**config.mk**
```make
export PLATFORM = sky130hd
export DESIGN_NAME = alu_hw_sequencer
export DESIGN_NICKNAME = d
export VERILOG_FILES = /design/src/rtl/alu_hw_sequencer.sv
export SDC_FILE = /design/constraint.sdc
export NUM_CORES = 1
export LEC_CHECK = 0
export CAP_MARGIN = 20
export CORE_ASPECT_RATIO = 0.8
export CORE_MARGIN = 2
export CORE_UTILIZATION = 58
export DETAILED_ROUTE_END_ITERATION = 10
export PLACE_DENSITY_LB_ADDON = 0.05
export SYNTH_ARGS = -nofsm -noshare
export SYNTH_HDL_FRONTEND = slang
export SYNTH_SLANG_ARGS = --single-unit
export TNS_END_PERCENT = 30
```
**constraint.sdc**
```tcl
create_clock -name clk -period 10.75 [get_ports clk]
set_clock_uncertainty 0.1 [all_clocks]
set_input_delay 1.6125 -clock clk [delete_from_list [all_inputs] [get_ports clk]]
set_output_delay 1.6125 -clock clk [all_outputs]
set_load 0.01 [all_outputs]
```
**src/rtl/alu_hw_sequencer.sv**
```systemverilog
// On-chip ALU stimulus sequencer: forms random, sweep or corner-case ALU
// transactions and presents them with a valid/ready handshake.
module alu_hw_sequencer #(
    parameter int unsigned DATA_WIDTH   = 8,
    parameter int unsigned OP_WIDTH     = 4,
    parameter int unsigned MOVI_WIDTH   = 2,
    parameter int unsigned CNT_WIDTH    = 16,
    parameter logic [63:0] DEFAULT_SEED = 64'h0123_4567_89AB_CDEF
) (
    input  logic                  clk,
    input  logic                  rst,
    input  logic                  start_i,
    input  logic                  abort_i,
    input  logic [1:0]            mode_i,
    input  logic [CNT_WIDTH-1:0]  trans_count_i,
    input  logic                  seed_load_i,
    input  logic [63:0]           seed_in_i,
    input  logic                  alu_rdy_i,
    output logic                  tx_vld_o,
    output logic                  out_act_o,
    output logic [OP_WIDTH-1:0]   out_op_o,
    output logic [MOVI_WIDTH-1:0] out_movi_o,
    output logic [DATA_WIDTH-1:0] out_reg_a_o,
    output logic [DATA_WIDTH-1:0] out_mem_o,
    output logic [DATA_WIDTH-1:0] out_imm_o,
    output logic                  busy_o,
    output logic                  done_o,
    output logic [CNT_WIDTH-1:0]  sent_cnt_o
);

    localparam int unsigned OFS_MEM  = DATA_WIDTH;
    localparam int unsigned OFS_REGA = 2 * DATA_WIDTH;
    localparam int unsigned OFS_OP   = 3 * DATA_WIDTH;
    localparam int unsigned OFS_MOVI = 3 * DATA_WIDTH + OP_WIDTH;

    typedef enum logic [1:0] {
        ST_IDLE = 2'd0,
        ST_LOAD = 2'd1,
        ST_RUN  = 2'd2,
        ST_FIN  = 2'd3
    } state_e;

    localparam logic [1:0] MODE_SWEEP  = 2'd1;
    localparam logic [1:0] MODE_CORNER = 2'd2;

    state_e                state_q, state_d;
    logic [1:0]            mode_q, mode_d;
    logic [CNT_WIDTH-1:0]  trans_q, trans_d;
    logic [CNT_WIDTH-1:0]  sent_q, sent_d;
    logic [CNT_WIDTH-1:0]  idx_q, idx_d;
    logic [63:0]           lfsr_q, lfsr_d;
    logic                  tx_vld_q, tx_vld_d;
    logic                  busy_q, busy_d;
    logic                  done_q, done_d;
    logic [OP_WIDTH-1:0]   op_q, op_d;
    logic [MOVI_WIDTH-1:0] movi_q, movi_d;
    logic [DATA_WIDTH-1:0] reg_a_q, reg_a_d;
    logic [DATA_WIDTH-1:0] mem_q, mem_d;
    logic [DATA_WIDTH-1:0] imm_q, imm_d;

    logic [63:0]           lfsr_adv;
    logic                  is_random;
    logic [OP_WIDTH-1:0]   gen_op;
    logic [MOVI_WIDTH-1:0] gen_movi;
    logic [DATA_WIDTH-1:0] gen_reg_a;
    logic [DATA_WIDTH-1:0] gen_mem;
    logic [DATA_WIDTH-1:0] gen_imm;
    logic                  xfer;
    logic                  form;
    logic [CNT_WIDTH-1:0]  sent_inc;

    // Corner operand patterns: 0, all-ones, 1, all-ones-1
    function automatic logic [DATA_WIDTH-1:0] corner_pat(input logic [1:0] p);
        logic [DATA_WIDTH-1:0] v;
        case (p)
            2'd0:    v = '0;
            2'd1:    v = '1;
            2'd2:    v = DATA_WIDTH'(1);
            default: v = ~DATA_WIDTH'(1);
        endcase
        return v;
    endfunction

    // Candidate next transaction for the latched mode
    always_comb begin
        lfsr_adv  = {lfsr_q[62:0], lfsr_q[63] ^ lfsr_q[62] ^ lfsr_q[60] ^ lfsr_q[59]};
        is_random = 1'b0;
        gen_op    = '0;
        gen_movi  = '0;
        gen_reg_a = '0;
        gen_mem   = '0;
        gen_imm   = '0;
        case (mode_q)
            MODE_SWEEP: begin
                gen_reg_a = DATA_WIDTH'(idx_q);
                gen_mem   = ~gen_reg_a;
                gen_imm   = gen_reg_a + DATA_WIDTH'(1);
                gen_op    = OP_WIDTH'(idx_q);
                gen_movi  = MOVI_WIDTH'(idx_q >> OP_WIDTH);
            end
            MODE_CORNER: begin
                gen_reg_a = corner_pat(idx_q[1:0]);
                gen_mem   = corner_pat(idx_q[1:0] + 2'd1);
                gen_imm   = corner_pat(idx_q[1:0] + 2'd2);
                gen_op    = OP_WIDTH'(idx_q >> 2);
                gen_movi  = MOVI_WIDTH'(gen_op);
            end
            default: begin
                is_random = 1'b1;
                gen_imm   = lfsr_adv[0 +: DATA_WIDTH];
                gen_mem   = lfsr_adv[OFS_MEM +: DATA_WIDTH];
                gen_reg_a = lfsr_adv[OFS_REGA +: DATA_WIDTH];
                gen_op    = lfsr_adv[OFS_OP +: OP_WIDTH];
                gen_movi  = lfsr_adv[OFS_MOVI +: MOVI_WIDTH];
            end
        endcase
    end

    // Next-state and output logic
    always_comb begin
        state_d  = state_q;
        mode_d   = mode_q;
        trans_d  = trans_q;
        sent_d   = sent_q;
        idx_d    = idx_q;
        lfsr_d   = lfsr_q;
        tx_vld_d = tx_vld_q;
        op_d     = op_q;
        movi_d   = movi_q;
        reg_a_d  = reg_a_q;
        mem_d    = mem_q;
        imm_d    = imm_q;
        form     = 1'b0;
        xfer     = tx_vld_q & alu_rdy_i;
        sent_inc = (&sent_q) ? sent_q : sent_q + CNT_WIDTH'(1);

        case (state_q)
            ST_IDLE: begin
                if (seed_load_i) begin
                    lfsr_d = (seed_in_i == 64'd0) ? DEFAULT_SEED : seed_in_i;
                end else if (start_i) begin
                    mode_d  = mode_i;
                    trans_d = trans_count_i;
                    sent_d  = '0;
                    idx_d   = '0;
                    state_d = (trans_count_i == '0) ? ST_FIN : ST_LOAD;
                end
            end
            ST_LOAD: begin
                if (abort_i) begin
                    state_d = ST_IDLE;
                end else begin
                    form     = 1'b1;
                    tx_vld_d = 1'b1;
                    state_d  = ST_RUN;
                end
            end
            ST_RUN: begin
                if (xfer) begin
                    sent_d = sent_inc;
                end
                if (abort_i) begin
                    tx_vld_d = 1'b0;
                    state_d  = ST_IDLE;
                end else if (xfer) begin
                    if (sent_inc == trans_q) begin
                        tx_vld_d = 1'b0;
                        state_d  = ST_FIN;
                    end else begin
                        form = 1'b1;
                    end
                end
            end
            default: begin
                state_d = ST_IDLE;
            end
        endcase

        if (form) begin
            if (is_random) begin
                lfsr_d = lfsr_adv;
            end
            op_d    = gen_op;
            movi_d  = gen_movi;
            reg_a_d = gen_reg_a;
            mem_d   = gen_mem;
            imm_d   = gen_imm;
            idx_d   = idx_q + CNT_WIDTH'(1);
        end

        busy_d = (state_d == ST_LOAD) || (state_d == ST_RUN);
        done_d = (state_d == ST_FIN);
    end

    always_ff @(posedge clk or posedge rst) begin
        if (rst) begin
            state_q  <= ST_IDLE;
            mode_q   <= '0;
            trans_q  <= '0;
            sent_q   <= '0;
            idx_q    <= '0;
            lfsr_q   <= DEFAULT_SEED;
            tx_vld_q <= 1'b0;
            busy_q   <= 1'b0;
            done_q   <= 1'b0;
            op_q     <= '0;
            movi_q   <= '0;
            reg_a_q  <= '0;
            mem_q    <= '0;
            imm_q    <= '0;
        end else begin
            state_q  <= state_d;
            mode_q   <= mode_d;
            trans_q  <= trans_d;
            sent_q   <= sent_d;
            idx_q    <= idx_d;
            lfsr_q   <= lfsr_d;
            tx_vld_q <= tx_vld_d;
            busy_q   <= busy_d;
            done_q   <= done_d;
            op_q     <= op_d;
            movi_q   <= movi_d;
            reg_a_q  <= reg_a_d;
            mem_q    <= mem_d;
            imm_q    <= imm_d;
        end
    end

    assign tx_vld_o    = tx_vld_q;
    assign out_act_o   = tx_vld_q;
    assign out_op_o    = op_q;
    assign out_movi_o  = movi_q;
    assign out_reg_a_o = reg_a_q;
    assign out_mem_o   = mem_q;
    assign out_imm_o   = imm_q;
    assign busy_o      = busy_q;
    assign done_o      = done_q;
    assign sent_cnt_o  = sent_q;

endmodule

```
==> run_results.csv, run 1 <==
group,metric,value,unit
status,run_status,"completed",
logic_synthesis,yosysUniqueCellTypes,63,
routing,drt_iter0_markers,625,
grt,grt_pass1_wl,35600,um
cells_and_area,final_nets,1057,
cts,cts-root-to-sink-buffers,2,
setup_path,crit_path_top_delay_cell,"sky130_fd_sc_hd__o41ai_2",
floorplanning,rows,38,
routing,via_per_inst,6.16,
grt,globalRouteOverflowTotal,0,
hold_path,hold_class,"reg -> reg",
cts,postCtsResizedCells,0,
cells_and_area,layout_cell_share_with_drive_strength_beyond_1,13.5,%
cts,cts.clk_slew.worst_paths,0.07,ns
cts,clock_sink_total,141,
setup_path,crit_required,10.98,ns
logic_synthesis,synth_fp_nets,942,
routing,detail_route.first_pass.iterations,5,
sta,maxSlewHeadroom,22.7,%
routing,drt_wl_total,23000,um
setup_path,arrival,4.48,ns
sta,fmax,235,MHz
setup_path,critPathTopFamily,"compound AO/OA/AOI/OAI gates",
floorplanning,core,13400,um2
cts,cts_tree,"done",
floorplanning,ios,138,
cts,clock_tree.root_cell,"sky130_fd_sc_hd__clkbuf_16",
logic_synthesis,synth_area_leader_cell,"sky130_fd_sc_hd__dfrtp_1",
sta,final_min_period_over_clock_period,39.5,%
logic_synthesis,yosys_warnings,0,
logic_synthesis,yosysSeqAreaShare,45.3,%
sta,max_slew_violation_count,0,
routing,drt.antenna.violating_nets,0,
sta,setup_viol,0,
pwr,power_density,262,nW/um2
cts,h-tree-depth,4,
setup_path,cpPeakStageDelay,0.90,ns
floorplanning,floorplan.initialDensity,58.7,%
routing,drcViolationCount,0,
logic_synthesis,synth_top_area_share,34.6,%
sta,period_minus_slack,4.25,ns
routing,routed_via_count,7097,
logic_synthesis,yosys_most_used_dff,"sky130_fd_sc_hd__dfrtp_1",
cells_and_area,antenna_cells,0,
cells_and_area,fillerInstances,980,
sta,rsz_0062_raised_after_global_routing,"false",
logic_synthesis,ys_seq_elements,141,
place,hpwl_after_detailed_placement,16200,um
cts,cts-buffers-inserted,17,
grt,grt.total_usage,32.0,%
place,routabilityCongestion,0.971,
grt,grt_antenna_before_repair,0,
sta,fin_ws,6.50,ns
cells_and_area,finish.cell_count_without_fillers,1152,
floorplanning,die_h,108,um
sta,timing.setup.tns,0,ns
setup_path,setup_crit_end_kind,"register",
logic_synthesis,synth.cells.most_frequent,"175 x sky130_fd_sc_hd__nand2_1, 109 x sky130_fd_sc_hd__dfrtp_1, 65 x sky130_fd_sc_hd__o21ai_1",
cts,cts.repair_timing.setup_buffer_count,0,
sta,timing.hold.ws,0.366,ns
setup_path,category_of_the_most_critical_setup_path,"in -> reg",
pwr,cellLeakagePower,4.11,nW
setup_path,crit_buf_inv,2,
sta,worst_pin_slew,1.15,ns
cells_and_area,area_growth,25.8,%
grt,grt_max_degree,128,
logic_synthesis,avgSynthCellArea,9.33,um2
floorplanning,design.die.area,14500,um2
cts,ctsHoldBuffers,0,
cts,clk-insertion-delay-late,0.44,ns
job,cap_violations,0,
logic_synthesis,netlist_instances,844,
setup_path,path_cells,"clkdlybuf4s50_1 -> nor4_1 -> nand4_1 -> o41ai_2 -> buf_4 -> o22ai_1 -> o21ai_1",
sta,final_hold_viol_count,0,
grt,first_global_vias,6598,
floorplanning,fp.dieW,134,um
place,post-place-ws,6.14,ns
pwr,vdd.ir_drop.worst,214,uV
logic_synthesis,number_of_enable_flip_flop_cells_after_synthesis,0,
place,dp_cells,1117,
logic_synthesis,ys_async_sr_fraction,100,%
logic_synthesis,netlist_top_cells_area,"sky130_fd_sc_hd__dfrtp_1 35%, sky130_fd_sc_hd__dfstp_2 11%, sky130_fd_sc_hd__nand2_1 8.3%",
setup_path,maximum_net_fanout_on_the_critical_path,23,
routing,wire_per_inst,20.0,um
logic_synthesis,synth.most_common_cell,"sky130_fd_sc_hd__nand2_1",
setup_path,crit_path_launch_type,"input pin",
logic_synthesis,syn-cell-area,7880,um2
place,io_buffers,137,
stage by stage:
| step | total power [mW] | area, um2 | util (%) |
|---|---|---|---|
| global route | 2.75 | 9910 | 73.9 |
| floorplan | 1.64 | 7880 | - |
| CTS | 2.57 | 9850 | 73.5 |
| finish | 2.60 | 9910 | 73.9 |
| detailed placement | 2.02 | 9310 | 69.4 |
| global placement | 1.97 | 9310 | 69.4 |
path summary, 6_finish.rpt:
check                        endpoint     startpoint  depth (start not counted)  slack, ns
setup / recovery           lfsr_q[14]   seed_in_i[6]                          7       6.50
hold / removal             lfsr_q[38]     lfsr_q[37]                          2       0.37
setup reg to reg               busy_o  sent_cnt_o[0]                         11       6.59
hold reg to reg            lfsr_q[38]     lfsr_q[37]                          2       0.37
max in group asynchronous  lfsr_q[24]            rst                          4       7.67
min in group asynchronous      done_o            rst                          2       1.57
layout by cell type, fill, tap and decap left out, types with 6 or more instances in the layout:
cell type,netlist,final
sky130_fd_sc_hd__xnor2_1,21,21
sky130_fd_sc_hd__nor2b_1,6,6
sky130_fd_sc_hd__o22ai_1,33,33
sky130_fd_sc_hd__nand3_1,12,12
sky130_fd_sc_hd__nand4_1,8,8
sky130_fd_sc_hd__o21ai_0,62,61
sky130_fd_sc_hd__clkbuf_16,0,17
sky130_fd_sc_hd__dfrtp_1,109,109
sky130_fd_sc_hd__dfstp_2,32,32
sky130_fd_sc_hd__nor4_1,21,21
sky130_fd_sc_hd__nor2_1,14,14
sky130_fd_sc_hd__a31oi_1,8,8
sky130_fd_sc_hd__o21ai_1,65,66
sky130_fd_sc_hd__ha_1,10,10
sky130_fd_sc_hd__buf_4,5,10
sky130_fd_sc_hd__a21oi_1,38,38
sky130_fd_sc_hd__clkdlybuf4s50_1,0,137
sky130_fd_sc_hd__inv_1,20,19
sky130_fd_sc_hd__mux2_4,30,30
sky130_fd_sc_hd__nand2_1,175,175
sky130_fd_sc_hd__nor3_1,6,6
sky130_fd_sc_hd__a22oi_1,7,7
sky130_fd_sc_hd__xor2_1,7,7
sky130_fd_sc_hd__mux2i_1,35,35
power by group:
| part | leakage (nW) | internal (mW) | switching (mW) |
|---|---|---|---|
| Sequential | 1.71 | 0.795 | 0.200 |
| Clock | 0.254 | 0.297 | 0.248 |
| Combinational | 2.14 | 0.491 | 0.568 |
final cells by class:
class                           instances  area [um2]  share of cell area, %
Inverter                               20        77.6                  0.783
Timing Repair Buffer                  149        1490                   15.1
Sequential cell                       141        3570                   36.0
Multi-Input combinational cell        630        4000                   40.4
Tap cell                              180         225                   2.27
Clock inverter                         15         114                   1.15
Clock buffer                           17         425                   4.29
state kept, by name (all words and copies together) (netlist names), 4 cells and up:
| signal | flops |
|---|---|
| idx_q | 8 |
| lfsr_q | 64 |
| out_imm_o | 8 |
| out_mem_o | 8 |
| out_op_o | 4 |
| out_reg_a_o | 8 |
| sent_cnt_o | 16 |
| trans_q | 16 |
routing by layer:
| layer | vias to the layer above | global-route usage, % | wire [um] |
|---|---|---|---|
| met2 | 344 | 44.8 | 10100 |
| met4 | 0 | 8.87 | 313 |
| met1 | 3476 | 46.8 | 10300 |
| met3 | 31 | 11.5 | 2330 |
| li1 | 3246 | - | - |
| met5 | - | 0 | 0 |
worst reg2reg max path, cell delays in order (launching register included):
cell and delay [ns]:
sky130_fd_sc_hd__dfrtp_1 0.50, sky130_fd_sc_hd__ha_1 0.37, sky130_fd_sc_hd__nand2_1 0.21, sky130_fd_sc_hd__nor3_4 0.39
sky130_fd_sc_hd__nand2_1 0.25, sky130_fd_sc_hd__o21ai_0 0.46, sky130_fd_sc_hd__nand3_1 0.14, sky130_fd_sc_hd__or4b_1 0.55
sky130_fd_sc_hd__nor4_2 0.46, sky130_fd_sc_hd__o21ai_1 0.12, sky130_fd_sc_hd__a21oi_1 0.23, sky130_fd_sc_hd__ha_1 0.27
logic make-up (layout without fill, tap and decap cells):
| kind of cell | count (synthesis) | in the layout | share of synthesized area [%] |
|---|---|---|---|
| buffers and inverters | 73 | 201 | 4.08 |
| AOI/OAI and AO/OA | 244 | 244 | 17.8 |
| and+or+nand+nor | 283 | 283 | 17.9 |
| xor gates and xnor gates | 28 | 28 | 3.11 |
| muxes | 65 | 65 | 10.2 |
| DFF | 141 | 141 | 45.3 |
| adders and majority gates | 10 | 10 | 1.59 |
Note: power is estimated with default switching activity, not from simulation.
==> inputs of run 2 (changes only) <==
CORE_UTILIZATION = 48   (was 58)
clock period = 3.45 ns   (was 10.75 ns; I/O delays follow)
==> run_results.csv, run 2 (synthesized netlist as in run 1, its figures left out) <==
group,metric,value,unit
cts,cts_tree,"done",
cells_and_area,final_common_cell,"sky130_fd_sc_hd__nand2_1",
routing,met2_wl,10300,um
setup_path,ff2ff_setup_slack,0.22,ns
grt,grt.total_usage,27.4,%
cts,clock_sink_total,141,
job,cap_violations,0,
routing,drt.antenna.violating_nets,0,
floorplanning,die_h,119,um
cells_and_area,area_growth,30.6,%
cells_and_area,finish.cell_count_without_fillers,1214,
routing,drt_iter0_markers,609,
floorplanning,floorplan.initialDensity,49.5,%
cts,clk-insertion-delay-late,0.42,ns
cells_and_area,layout_cell_share_with_drive_strength_beyond_1,16.6,%
pwr,cellLeakagePower,4.29,nW
grt,globalRouteOverflowTotal,0,
floorplanning,rows,41,
setup_path,r2r_cells,12,
setup_path,worstReg2RegStart,"sent_cnt_o[8]",
routing,detail_route.first_pass.iterations,6,
hold_path,hold_class,"reg -> reg",
place,place_area,9630,um2
setup_path,crit_path_launch_type,"register",
cells_and_area,post-route-cell-area,10300,um2
routing,route.met3.wl,1900,um
place,dp_cells,1180,
sta,final_min_period_over_clock_period,93.5,%
setup_path,arrival,3.43,ns
floorplanning,ios,138,
cells_and_area,final_cell_mix,"175 x sky130_fd_sc_hd__nand2_1, 137 x sky130_fd_sc_hd__clkdlybuf4s50_1, 106 x sky130_fd_sc_hd__dfrtp_1, 66 x sky130_fd_sc_hd__o21ai_1, 61 x sky130_fd_sc_hd__o21ai_0",
sta,maxSlewHeadroom,33.7,%
setup_path,setup_crit_end_kind,"register",
routing,routed_via_count,7032,
routing,top_signal_layer_used,"met4",
cells_and_area,final_nets,1084,
grt,grt_antenna_before_repair,0,
place,post-place-ws,0.140,ns
grt,grt_pass1_wl,37400,um
setup_path,startpoint,"sent_cnt_o[8]",
setup_path,worst_r2r_end,"busy_o",
routing,via_per_inst,5.79,
pwr,vdd.ir_drop.worst,462,uV
cts,clock_tree.root_cell,"sky130_fd_sc_hd__clkbuf_16",
routing,drcViolationCount,0,
setup_path,crit_required,3.65,ns
place,io_buffers,137,
cts,cts-buffers-inserted,17,
sta,setup_viol,0,
cts,cts.clk_slew.worst_paths,0.06,ns
sta,max_slew_violation_count,0,
sta,period_minus_slack,3.23,ns
sta,worst_pin_slew,0.994,ns
sta,fin_ws,0.224,ns
cells_and_area,top_register,"lfsr_q",
routing,wire_per_inst,19.3,um
cts,cts-root-to-sink-buffers,2,
floorplanning,fp.dieW,147,um
cts,h-tree-depth,4,
cells_and_area,antenna_cells,0,
cells_and_area,number_of_flip_flops_under_the_largest_register_name,64,
grt,first_global_vias,6776,
sta,fmax,310,MHz
sta,timing.setup.tns,0,ns
grt,grt_max_degree,79,
place,routabilityCongestion,0.929,
floorplanning,design.die.area,17500,um2
status,run_status,"completed",
place,hpwl_after_detailed_placement,17500,um
setup_path,category_of_the_most_critical_setup_path,"reg -> reg",
floorplanning,core,15900,um2
routing,drt_wl_total,23500,um
setup_path,maximum_net_fanout_on_the_critical_path,5,
setup_path,endpoint,"busy_o",
pwr,power_density,813,nW/um2
routing,routedLengthMet1,11200,um
sta,final_hold_viol_count,0,
[run 2: area by class of cell]
| class | count | area [um2] |
|---|---|---|
| clock inverter | 9 | 135 |
| tap | 215 | 269 |
| sequential | 141 | 3570 |
| fill | 1319 | 5620 |
| timing repair buffer | 176 | 1730 |
| inverter | 20 | 78.8 |
| multi-input combinational | 630 | 4030 |
| clock buffer | 23 | 478 |
[run 2: routing by layer]
metal	vias up	global-route usage [%]
li1	3298	-
met1	3419	41.8
met2	308	39.7
met3	7	7.30
met4	0	4.15
met5	-	0
[run 2: how the worst min path moves through the flow]
stage                     slack [ns]        from         end  depth (start not counted)
after floorplan                 0.35  lfsr_q[31]  lfsr_q[32]                          2
after global placement          0.35  lfsr_q[33]  lfsr_q[34]                          2
after detailed placement        0.36  lfsr_q[33]  lfsr_q[34]                          2
after CTS                       0.37  lfsr_q[37]  lfsr_q[38]                          2
after global routing            0.40  lfsr_q[37]  lfsr_q[38]                          2
final                           0.37  lfsr_q[33]  lfsr_q[34]                          2
[run 2: report_power, final]
part           total [mW]  internal, mW  switching, mW
Clock                1.90          1.20          0.704
Sequential           3.06          2.48          0.585
Combinational        3.40          1.59           1.81
Total                8.37          5.27           3.10
[run 2: worst max-delay path, cell delays in order (launching register included)]
cell	delay, ns
sky130_fd_sc_hd__dfrtp_1	0.42
sky130_fd_sc_hd__buf_4	0.16
sky130_fd_sc_hd__nand4_4	0.18
sky130_fd_sc_hd__nor3_4	0.28
sky130_fd_sc_hd__a21oi_1	0.11
sky130_fd_sc_hd__xnor2_1	0.26
sky130_fd_sc_hd__nand3_1	0.09
sky130_fd_sc_hd__or4b_1	0.55
sky130_fd_sc_hd__nor4_2	0.27
sky130_fd_sc_hd__buf_4	0.18
sky130_fd_sc_hd__o21ai_1	0.08
sky130_fd_sc_hd__a21oi_2	0.17
sky130_fd_sc_hd__ha_1	0.24
[run 2: timing repair]
action / CTS / global route
resized for setup: 0 / 13
endpoints found under the setup margin: 0 / 2
setup buffers: 0 / 2
hold buffers: 0 / 0
[run 2: metrics by stage]
| step | hold WS, ns | util [%] | total power, mW |
|---|---|---|---|
| 5_1_grt | 0.397 | 64.7 | 8.89 |
| 3_3_place_gp | 0.354 | 60.6 | 6.31 |
| 6_report | 0.369 | 64.7 | 8.37 |
| 2_1_floorplan | 0.345 | - | 5.11 |
| 4_1_cts | 0.370 | 64.4 | 8.36 |
| 3_5_place_dp | 0.362 | 60.6 | 6.42 |
==> inputs of run 3 (changes only) <==
CORE_MARGIN = 1.5   (was 2)
==> run_results.csv, run 3 (synthesized netlist as in run 1, its figures left out) <==
group,metric,value,unit
floorplanning,rows,41,
cells_and_area,final_common_cell,"sky130_fd_sc_hd__nand2_1",
grt,grt_max_degree,142,
hold_path,worstHoldStart,"lfsr_q[37]",
routing,routed_via_count,6989,
place,io_buffers,137,
status,run_status,"completed",
sta,maxSlewHeadroom,35.4,%
cells_and_area,area_growth,30.2,%
cts,h-tree-depth,4,
floorplanning,design.die.area,17200,um2
routing,drt.antenna.violating_nets,0,
floorplanning,fp.dieW,146,um
sta,final_hold_viol_count,0,
pwr,power_density,805,nW/um2
sta,final_min_period_over_clock_period,97.4,%
cts,ctsHoldBuffers,0,
grt,grt.total_usage,28.2,%
cts,cts-buffers-inserted,17,
sta,fin_ws,0.0904,ns
pwr,clock_power_share,22.0,%
sta,period_minus_slack,3.36,ns
pwr,finalPower,8.26,mW
cells_and_area,layout_cell_share_with_drive_strength_beyond_1,16.8,%
pwr,p_int,5.06,mW
cts,clock_sink_total,141,
routing,drcViolationCount,0,
cells_and_area,final_nets,1087,
cells_and_area,number_of_flip_flops_under_the_largest_register_name,64,
cells_and_area,final_cell_mix,"175 x sky130_fd_sc_hd__nand2_1, 137 x sky130_fd_sc_hd__clkdlybuf4s50_1, 108 x sky130_fd_sc_hd__dfrtp_1, 65 x sky130_fd_sc_hd__o21ai_1, 62 x sky130_fd_sc_hd__o21ai_0",
place,place_area,9650,um2
setup_path,worstReg2RegStart,"sent_cnt_o[3]",
setup_path,maximum_net_fanout_on_the_critical_path,5,
setup_path,arrival,3.56,ns
sta,timing.hold.ws,0.366,ns
hold_path,hold_class,"reg -> reg",
cts,clock_tree.root_cell,"sky130_fd_sc_hd__clkbuf_16",
setup_path,startpoint,"sent_cnt_o[3]",
grt,first_global_vias,6736,
job,cap_violations,0,
sta,timing.setup.tns,0,ns
sta,setup_viol,0,
grt,grt_antenna_before_repair,0,
cells_and_area,antenna_cells,0,
cells_and_area,post-route-cell-area,10300,um2
pwr,seq_power_share,37.0,%
grt,globalRouteOverflowTotal,0,
sta,fmax,298,MHz
cells_and_area,top_register,"lfsr_q",
floorplanning,ios,138,
routing,wire_per_inst,19.3,um
sta,worst_pin_slew,0.969,ns
place,hpwl_after_detailed_placement,17300,um
setup_path,category_of_the_most_critical_setup_path,"reg -> reg",
routing,detail_route.first_pass.iterations,5,
pwr,sw_frac_of_total,38.8,%
pwr,vdd.ir_drop.worst,485,uV
setup_path,crit_path_launch_type,"register",
pwr,cellLeakagePower,4.29,nW
sta,max_slew_violation_count,0,
routing,drt_wl_total,23500,um
setup_path,setup_crit_end_kind,"register",
floorplanning,die_h,118,um
place,routabilityCongestion,0.909,
floorplanning,core,15900,um2
setup_path,crit_required,3.65,ns
routing,via_per_inst,5.74,
pwr,switchingPower,3.20,mW
floorplanning,floorplan.initialDensity,49.5,%
cts,cts.clk_slew.worst_paths,0.07,ns
cts,clk-insertion-delay-late,0.42,ns
grt,grt_pass1_wl,37400,um
routing,drt_iter0_markers,676,
cts,cts-root-to-sink-buffers,2,
cts,cts_tree,"done",
pwr,combPwrFrac,41.0,%
place,post-place-ws,0.114,ns
==> run 3: worst max-delay path: stages (launching register included) <==
cell and delay [ns]:
sky130_fd_sc_hd__dfrtp_1 0.43, sky130_fd_sc_hd__buf_4 0.19, sky130_fd_sc_hd__nand4_4 0.20, sky130_fd_sc_hd__o311a_1 0.43
sky130_fd_sc_hd__xnor2_1 0.26, sky130_fd_sc_hd__nand3_1 0.11, sky130_fd_sc_hd__or4b_4 0.56, sky130_fd_sc_hd__nor4_4 0.28
sky130_fd_sc_hd__buf_4 0.17, sky130_fd_sc_hd__o21ai_1 0.07, sky130_fd_sc_hd__a21oi_2 0.17, sky130_fd_sc_hd__ha_1 0.24
==> run 3: through the flow <==
step,std cells,util [%]
after global routing,1217,64.5
after CTS,1217,64.3
final,1217,64.5
after floorplan,844,-
after detailed placement,1185,60.7
after global placement,1185,60.7
==> run 3: final timing paths <==
check | end | slack [ns] | depth (start not counted)
worst max-delay path | busy_o | 0.09 | 11
worst min-delay path | lfsr_q[38] | 0.37 | 2
worst max register to register | busy_o | 0.09 | 11
worst min register to register | lfsr_q[38] | 0.37 | 2
max in group asynchronous | trans_q[5] | 2.08 | 3
min in group asynchronous | trans_q[13] | 0.52 | 3
==> run 3: power by group through the flow <==
stage / Sequential, mW / Combinational (mW) / Clock (mW)
after global placement: 3.02 / 3.27 / 0
after floorplan: 2.94 / 2.17 / 0
after CTS: 3.04 / 3.35 / 1.83
after detailed placement: 3.06 / 3.33 / 0
after global routing: 3.14 / 3.69 / 1.92
final: 3.06 / 3.38 / 1.81
==> run 3: final cells by class <==
class / count / area, um2
multi-input combinational: 630 / 4030
sequential: 141 / 3570
fill: 1296 / 5640
clock buffer: 17 / 425
clock inverter: 15 / 151
timing repair buffer: 179 / 1740
inverter: 20 / 78.8
tap: 215 / 269
==> run 3: per-layer routing <==
| metal | vias up | GRT usage [%] | part of all wire (%) | wire length, um |
|---|---|---|---|---|
| met2 | 257 | 39.3 | 42 | 9950 |
| met4 | 0 | 5.30 | 0.78 | 183 |
| met1 | 3394 | 44.2 | 50 | 11800 |
| li1 | 3319 | - | - | - |
| met3 | 19 | 6.71 | 6.8 | 1590 |
| met5 | - | 0 | 0 | 0 |
==> run 3: repair_timing <==
item / CTS / global route
setup endpoints to repair: 0 / 82
gates resized for setup: 0 / 7
setup buffers: 0 / 0
==> variant 1 (config.mk and constraints of run 3) <==
Re-encode `state_e` (4 states) as one-hot, 4 bits wide.
--- a/src/rtl/alu_hw_sequencer.sv
+++ b/src/rtl/alu_hw_sequencer.sv
@@ -33,11 +33,11 @@
     localparam int unsigned OFS_OP   = 3 * DATA_WIDTH;
     localparam int unsigned OFS_MOVI = 3 * DATA_WIDTH + OP_WIDTH;
 
-    typedef enum logic [1:0] {
-        ST_IDLE = 2'd0,
-        ST_LOAD = 2'd1,
-        ST_RUN  = 2'd2,
-        ST_FIN  = 2'd3
+    typedef enum logic [3:0] {
+        ST_IDLE = 4'b0001,
+        ST_LOAD = 4'b0010,
+        ST_RUN  = 4'b0100,
+        ST_FIN  = 4'b1000
     } state_e;
 
     localparam logic [1:0] MODE_SWEEP  = 2'd1;
Check against the original RTL: no difference found for any inputs over 4 cycles, from zero or initial values and one cycle with rst high; so few cycles prove little.
==> variant 1 against run 3 <==
- the flow now finishes with violations (setup timing)
- fmax fell by 9.4%
- power fell by 27%
- wire length rose by 10%
- sequential cell count rose by 2
- combinational power fell by 48%
- sequential power fell by 23%
- core utilization rose by 2.7 points
- design area rose by 9.1%
- synthesized area rose by 4.7%
- worst setup slack got worse by 350 ps
- synthesized cell count rose by 3.1%
- critical endpoint is now lfsr_q[41]
==> variant 1: results (changes against run 3) <==
| Metric | Value |
|---|---|
| Setup ws final | `-259 ps (was 90.4 ps)` |
| Place WS | `-307 ps (was 114 ps)` |
| Final nets | `1159 (was 1087)` |
| Final Setup Violations | `101 (was 0)` |
| Crit path from | `sent_cnt_o[8] (was sent_cnt_o[3])` |
| Post-CTS Setup Bufs | `7 (was 0)` |
| Crit-path max FO | `7 (was 5)` |
| DP HPWL | `19000 um (was 17300 um)` |
| Met1 wire length | `12400 um (was 11800 um)` |
| Drt wl/cell | `19.9 um (was 19.3 um)` |
| Post-synthesis adder-cell area fraction | `0.758% (was 1.59%)` |
| Gr usage total | `29.6% (was 28.2%)` |
| Drt pass-1 iters | `7 (was 5)` |
| Failing checks | `setup timing` |
| M2 GR Usage | `40.5% (was 39.3%)` |
| # fillers | `1307 (was 1296)` |
| Pin count of the biggest net entering global routing | `63 (was 142)` |
| Share of cells above drive strength 1 | `23.9% (was 16.8%)` |
| Top post-synthesis cells by count | `nand2_1 (164), dfrtp_1 (110), inv_1 (45), o21ai_0 (45), a21oi_1 (43) (was nand2_1 (175), dfrtp_1 (109), o21ai_1 (65))` |
| Global routing usage on met1 | `46.0% (was 44.2%)` |
| Initial antenna violation count | `1 (was 0)` |
| Cells after synthesis | `870 (was 844)` |
| Post-CTS Resized | `20 (was 0)` |
| Fin cells | `1299 (was 1217)` |
| Part of the Yosys area used for sequential elements | `43.9% (was 45.3%)` |
| Status | `complete, but fails checks (was finished, final reports clean)` |
| Delay of the slowest critical-path stage | `530 ps (was 560 ps)` |
| Critical path's slowest cell | `or4_4 (was or4b_4)` |
==> variant 1: final cells by class <==
type / instances / area [sq um] / area share (%)
tap: 220 / 275 / 2.46
clock inverter: 14 / 181 / 1.62
timing repair buffer: 240 / 2310 / 20.7
inverter: 45 / 173 / 1.54
multi-input combinational: 619 / 4190 / 37.5
clock buffer: 18 / 439 / 3.92
sequential: 143 / 3620 / 32.3
==> variant 1: power breakdown <==
| part | switching (W) | total [W] | internal [W] |
|---|---|---|---|
| combinational | 0.000829 | 0.00176 | 0.000928 |
| clock | 0.000774 | 0.00194 | 0.00117 |
| sequential | 0.000279 | 0.00236 | 0.00208 |
| total | 0.00188 | 0.00606 | 0.00418 |
==> variant 1: stage by stage <==
step                      TNS [ps]  power (W)  cell area (sq um)
after floorplan             -20250    0.00327               8250
after global placement      -15650    0.00404              10200
after detailed placement    -19080    0.00409              10200
after CTS                   -14070    0.00607              11000
after global routing        -20600    0.00637              11200
final                       -15110    0.00606              11200
==> variant 2 (settings of run 3) <==
Without the edit above. `DATA_WIDTH`: 8 -> 9.
--- a/src/rtl/alu_hw_sequencer.sv
+++ b/src/rtl/alu_hw_sequencer.sv
@@ -1,7 +1,7 @@
 // On-chip ALU stimulus sequencer: forms random, sweep or corner-case ALU
 // transactions and presents them with a valid/ready handshake.
 module alu_hw_sequencer #(
-    parameter int unsigned DATA_WIDTH   = 8,
+    parameter int unsigned DATA_WIDTH   = 9,
     parameter int unsigned OP_WIDTH     = 4,
     parameter int unsigned MOVI_WIDTH   = 2,
     parameter int unsigned CNT_WIDTH    = 16,
Interface: changed (resized out_imm_o, out_mem_o and out_reg_a_o); port bits go from 138 to 141. No check against the original RTL was run, so the function may have changed too.
==> variant 2 against run 3 <==
- sequential cell count rose by 4
- worst setup slack better by 110 ps
- largest power group unchanged
- power is 1.6% higher
- combinational power up 4%
- final cell count grew 3.4%
- synthesized area is 4.2% higher
- die area rose by 4.1%
- sequential share of layout area shrank 0.27 points
- global-route usage is 2.0 points lower
- design area increased by 3.6%
- critical endpoint unchanged
- wire length shrank 4.0%
- synthesized cell count rose by 4.0%
- critical path type unchanged
==> variant 2: results (changes against run 3) <==
| Metric | Value |
|---|---|
| Status | `finished, final reports clean (unchanged)` |
| Cell family with most CP delay | `simple AND/OR/NAND/NOR gates (unchanged)` |
| Syn. warnings | `0 (unchanged)` |
| Post-synthesis compound-gate area fraction | `14.8% (was 17.8%)` |
| Synth top area cells | `dfrtp_1 (34%), dfstp_2 (10%), mux2_1 (8.1%) (was dfrtp_1 (35%), dfstp_2 (11%), nand2_1 (8.3%))` |
| Root Buffer | `clkbuf_16 (unchanged)` |
| Post-synth ARST share | `100% (unchanged)` |
| DP HPWL | `16700 um (was 17300 um)` |
| Share of cells above drive strength 1 | `13.4% (was 16.8%)` |
| Part of the Yosys area used for sequential elements | `44.7% (was 45.3%)` |
| Crit-path max FO | `7 (was 5)` |
| Synth Area in XOR/XNOR | `2.35% (was 3.11%)` |
| First-pass GRT wire length | `36100 um (was 37400 um)` |
| CP arrival | `3450 ps (was 3560 ps)` |
| Clock Latency Late Sink | `420 ps (about the same)` |
| Port Buffer Count | `140 (was 137)` |
| Yosys cell types | `60 (was 63)` |
| Top_reg_cell synth | `dfrtp_1 (unchanged)` |
| Post-synthesis adder-cell area fraction | `1.52% (was 1.59%)` |
| Pin count of the biggest net entering global routing | `91 (was 142)` |
| Internal power | `0.00524 W (was 0.00506 W)` |
| Delay of the slowest critical-path stage | `500 ps (was 560 ps)` |
| Cts bufs inserted | `17 (unchanged)` |
| R2R depth | `9 (was 11)` |
| Critical path's slowest cell | `dfrtp_1 (was or4b_4)` |
| Initial antenna violation count | `0 (unchanged)` |
| Top post-synthesis cells by count | `nand2_1 (161), dfrtp_1 (113), o21ai_0 (70) (was nand2_1 (175), dfrtp_1 (109), o21ai_1 (65))` |
| Gr usage total | `26.2% (was 28.2%)` |
| Number of global-route vias before repair | `6582 (was 6736)` |
| Placed instance count | `1226 (was 1185)` |
| Max VDD drop | `0.963 mV (was 0.485 mV)` |
| Via count | `7072 (was 6989)` |
| CTS max path bufs | `2 (unchanged)` |
| Syn Area/Cell | `9.35 sq um (was 9.33 sq um)` |
| H-tree Lvls | `4 (unchanged)` |
| Reg with most FFs | `lfsr_q (unchanged)` |
| Met2 wire len | `9470 um (was 9950 um)` |
| Initial DRC count | `525 (was 676)` |
| Antenna cell count | `0 (unchanged)` |
| Reg clk slew, reported paths | `60 ps` |
| Slew @ Worst Pin | `1090 ps (was 969 ps)` |
| Final nets | `1123 (was 1087)` |
| Post-CTS Setup Bufs | `0 (unchanged)` |
| Drt wl/cell | `17.9 um (was 19.3 um)` |
| Worst hold path class | `in -> async (was reg -> reg)` |
| Leakage | `4.79 nW (was 4.29 nW)` |
| DR top layer | `met4 (unchanged)` |
| Mux cell area share after synthesis | `13.6% (was 10.2%)` |
| Max reg flops | `64 (unchanged)` |
| Setup TNS Final | `0 ps (unchanged)` |
| Fin cells | `1258 (was 1217)` |
| Synth Net Count | `976 (was 942)` |
| Met1 wire length | `11200 um (was 11800 um)` |
| Drt pass-1 iters | `4 (was 5)` |
| DR WL met3 | `1700 um (was 1590 um)` |
| Routability-driven placement congestion ratio | `0.920 (was 0.909)` |
-- variant 2: final timing paths --
check,slack (ps),to,startpoint
worst max-delay path,200,busy_o,sent_cnt_o[6]
worst min-delay path,310,trans_q[0],rst
worst max register to register,200,busy_o,sent_cnt_o[6]
worst min register to register,360,lfsr_q[38],lfsr_q[37]
max in group asynchronous,2150,lfsr_q[34],rst
min in group clk,360,lfsr_q[38],lfsr_q[37]
-- variant 2: through the flow --
step                      hold WS, ps  setup WS [ps]  utilization [%]  cell area [sq um]
after floorplan                   344            162                -               8210
after global placement            350            306             60.2              10000
after detailed placement          354            224             60.2              10000
after CTS                         313            222             63.7              10600
after global routing              340           38.6             63.8              10600
final                             306            199             63.8              10600
-- variant 2: worst register-to-register path: stages, from the launching register on --
cell	delay [ps]
dfrtp_1	500
and4_1	390
o311ai_1	190
or4_1	490
o2111a_1	160
nor4_4	370
nand4_1	210
a21o_1	220
a31oi_1	220
ha_1	280
-- variant 2: power groups by stage --
| stage | combinational (W) | sequential [W] | clock, W |
|---|---|---|---|
| floorplan | 0.00215 | 0.00295 | 0 |
| global placement | 0.00344 | 0.00300 | 0 |
| detailed placement | 0.00348 | 0.00302 | 0 |
| CTS | 0.00351 | 0.00299 | 0.00190 |
| global route | 0.00389 | 0.00309 | 0.00198 |
| finish | 0.00351 | 0.00301 | 0.00187 |
-- variant 2: what timing repair did --
item / 4_1_cts / 5_1_grt
endpoints found under the setup margin: 0 / 1
endpoints found under the hold margin: 0 / 0
resized for setup: 0 / 1
-- variant 2: cell type report --
type                            count  area [sq um]
Clock inverter                     14           166
Clock buffer                       18           429
Tap cell                          220           275
Sequential cell                   145          3670
Fill cell                        1414          6030
Inverter                           55           210
Timing Repair Buffer              186          1810
Multi-Input combinational cell    620          4070
-- variant 2: routing by layer --
metal  GRT usage [%]  vias to the layer above
met5               0                        -
met4            4.52                        0
met3            5.86                        9
met2            36.2                      216
met1            41.6                     3439
li1                -                     3408
-- variant 2: logic make-up (layout without fill, tap and decap cells) --
family / count (synthesis) / after routing
AO/OA/AOI/OAI: 199 / 199
flip-flops: 145 / 145
XOR/XNOR: 22 / 22
multiplexers: 103 / 103
adder cells (fa/ha/maj): 10 / 10
buffers and inverters: 113 / 273
AND/OR/NAND/NOR: 286 / 286
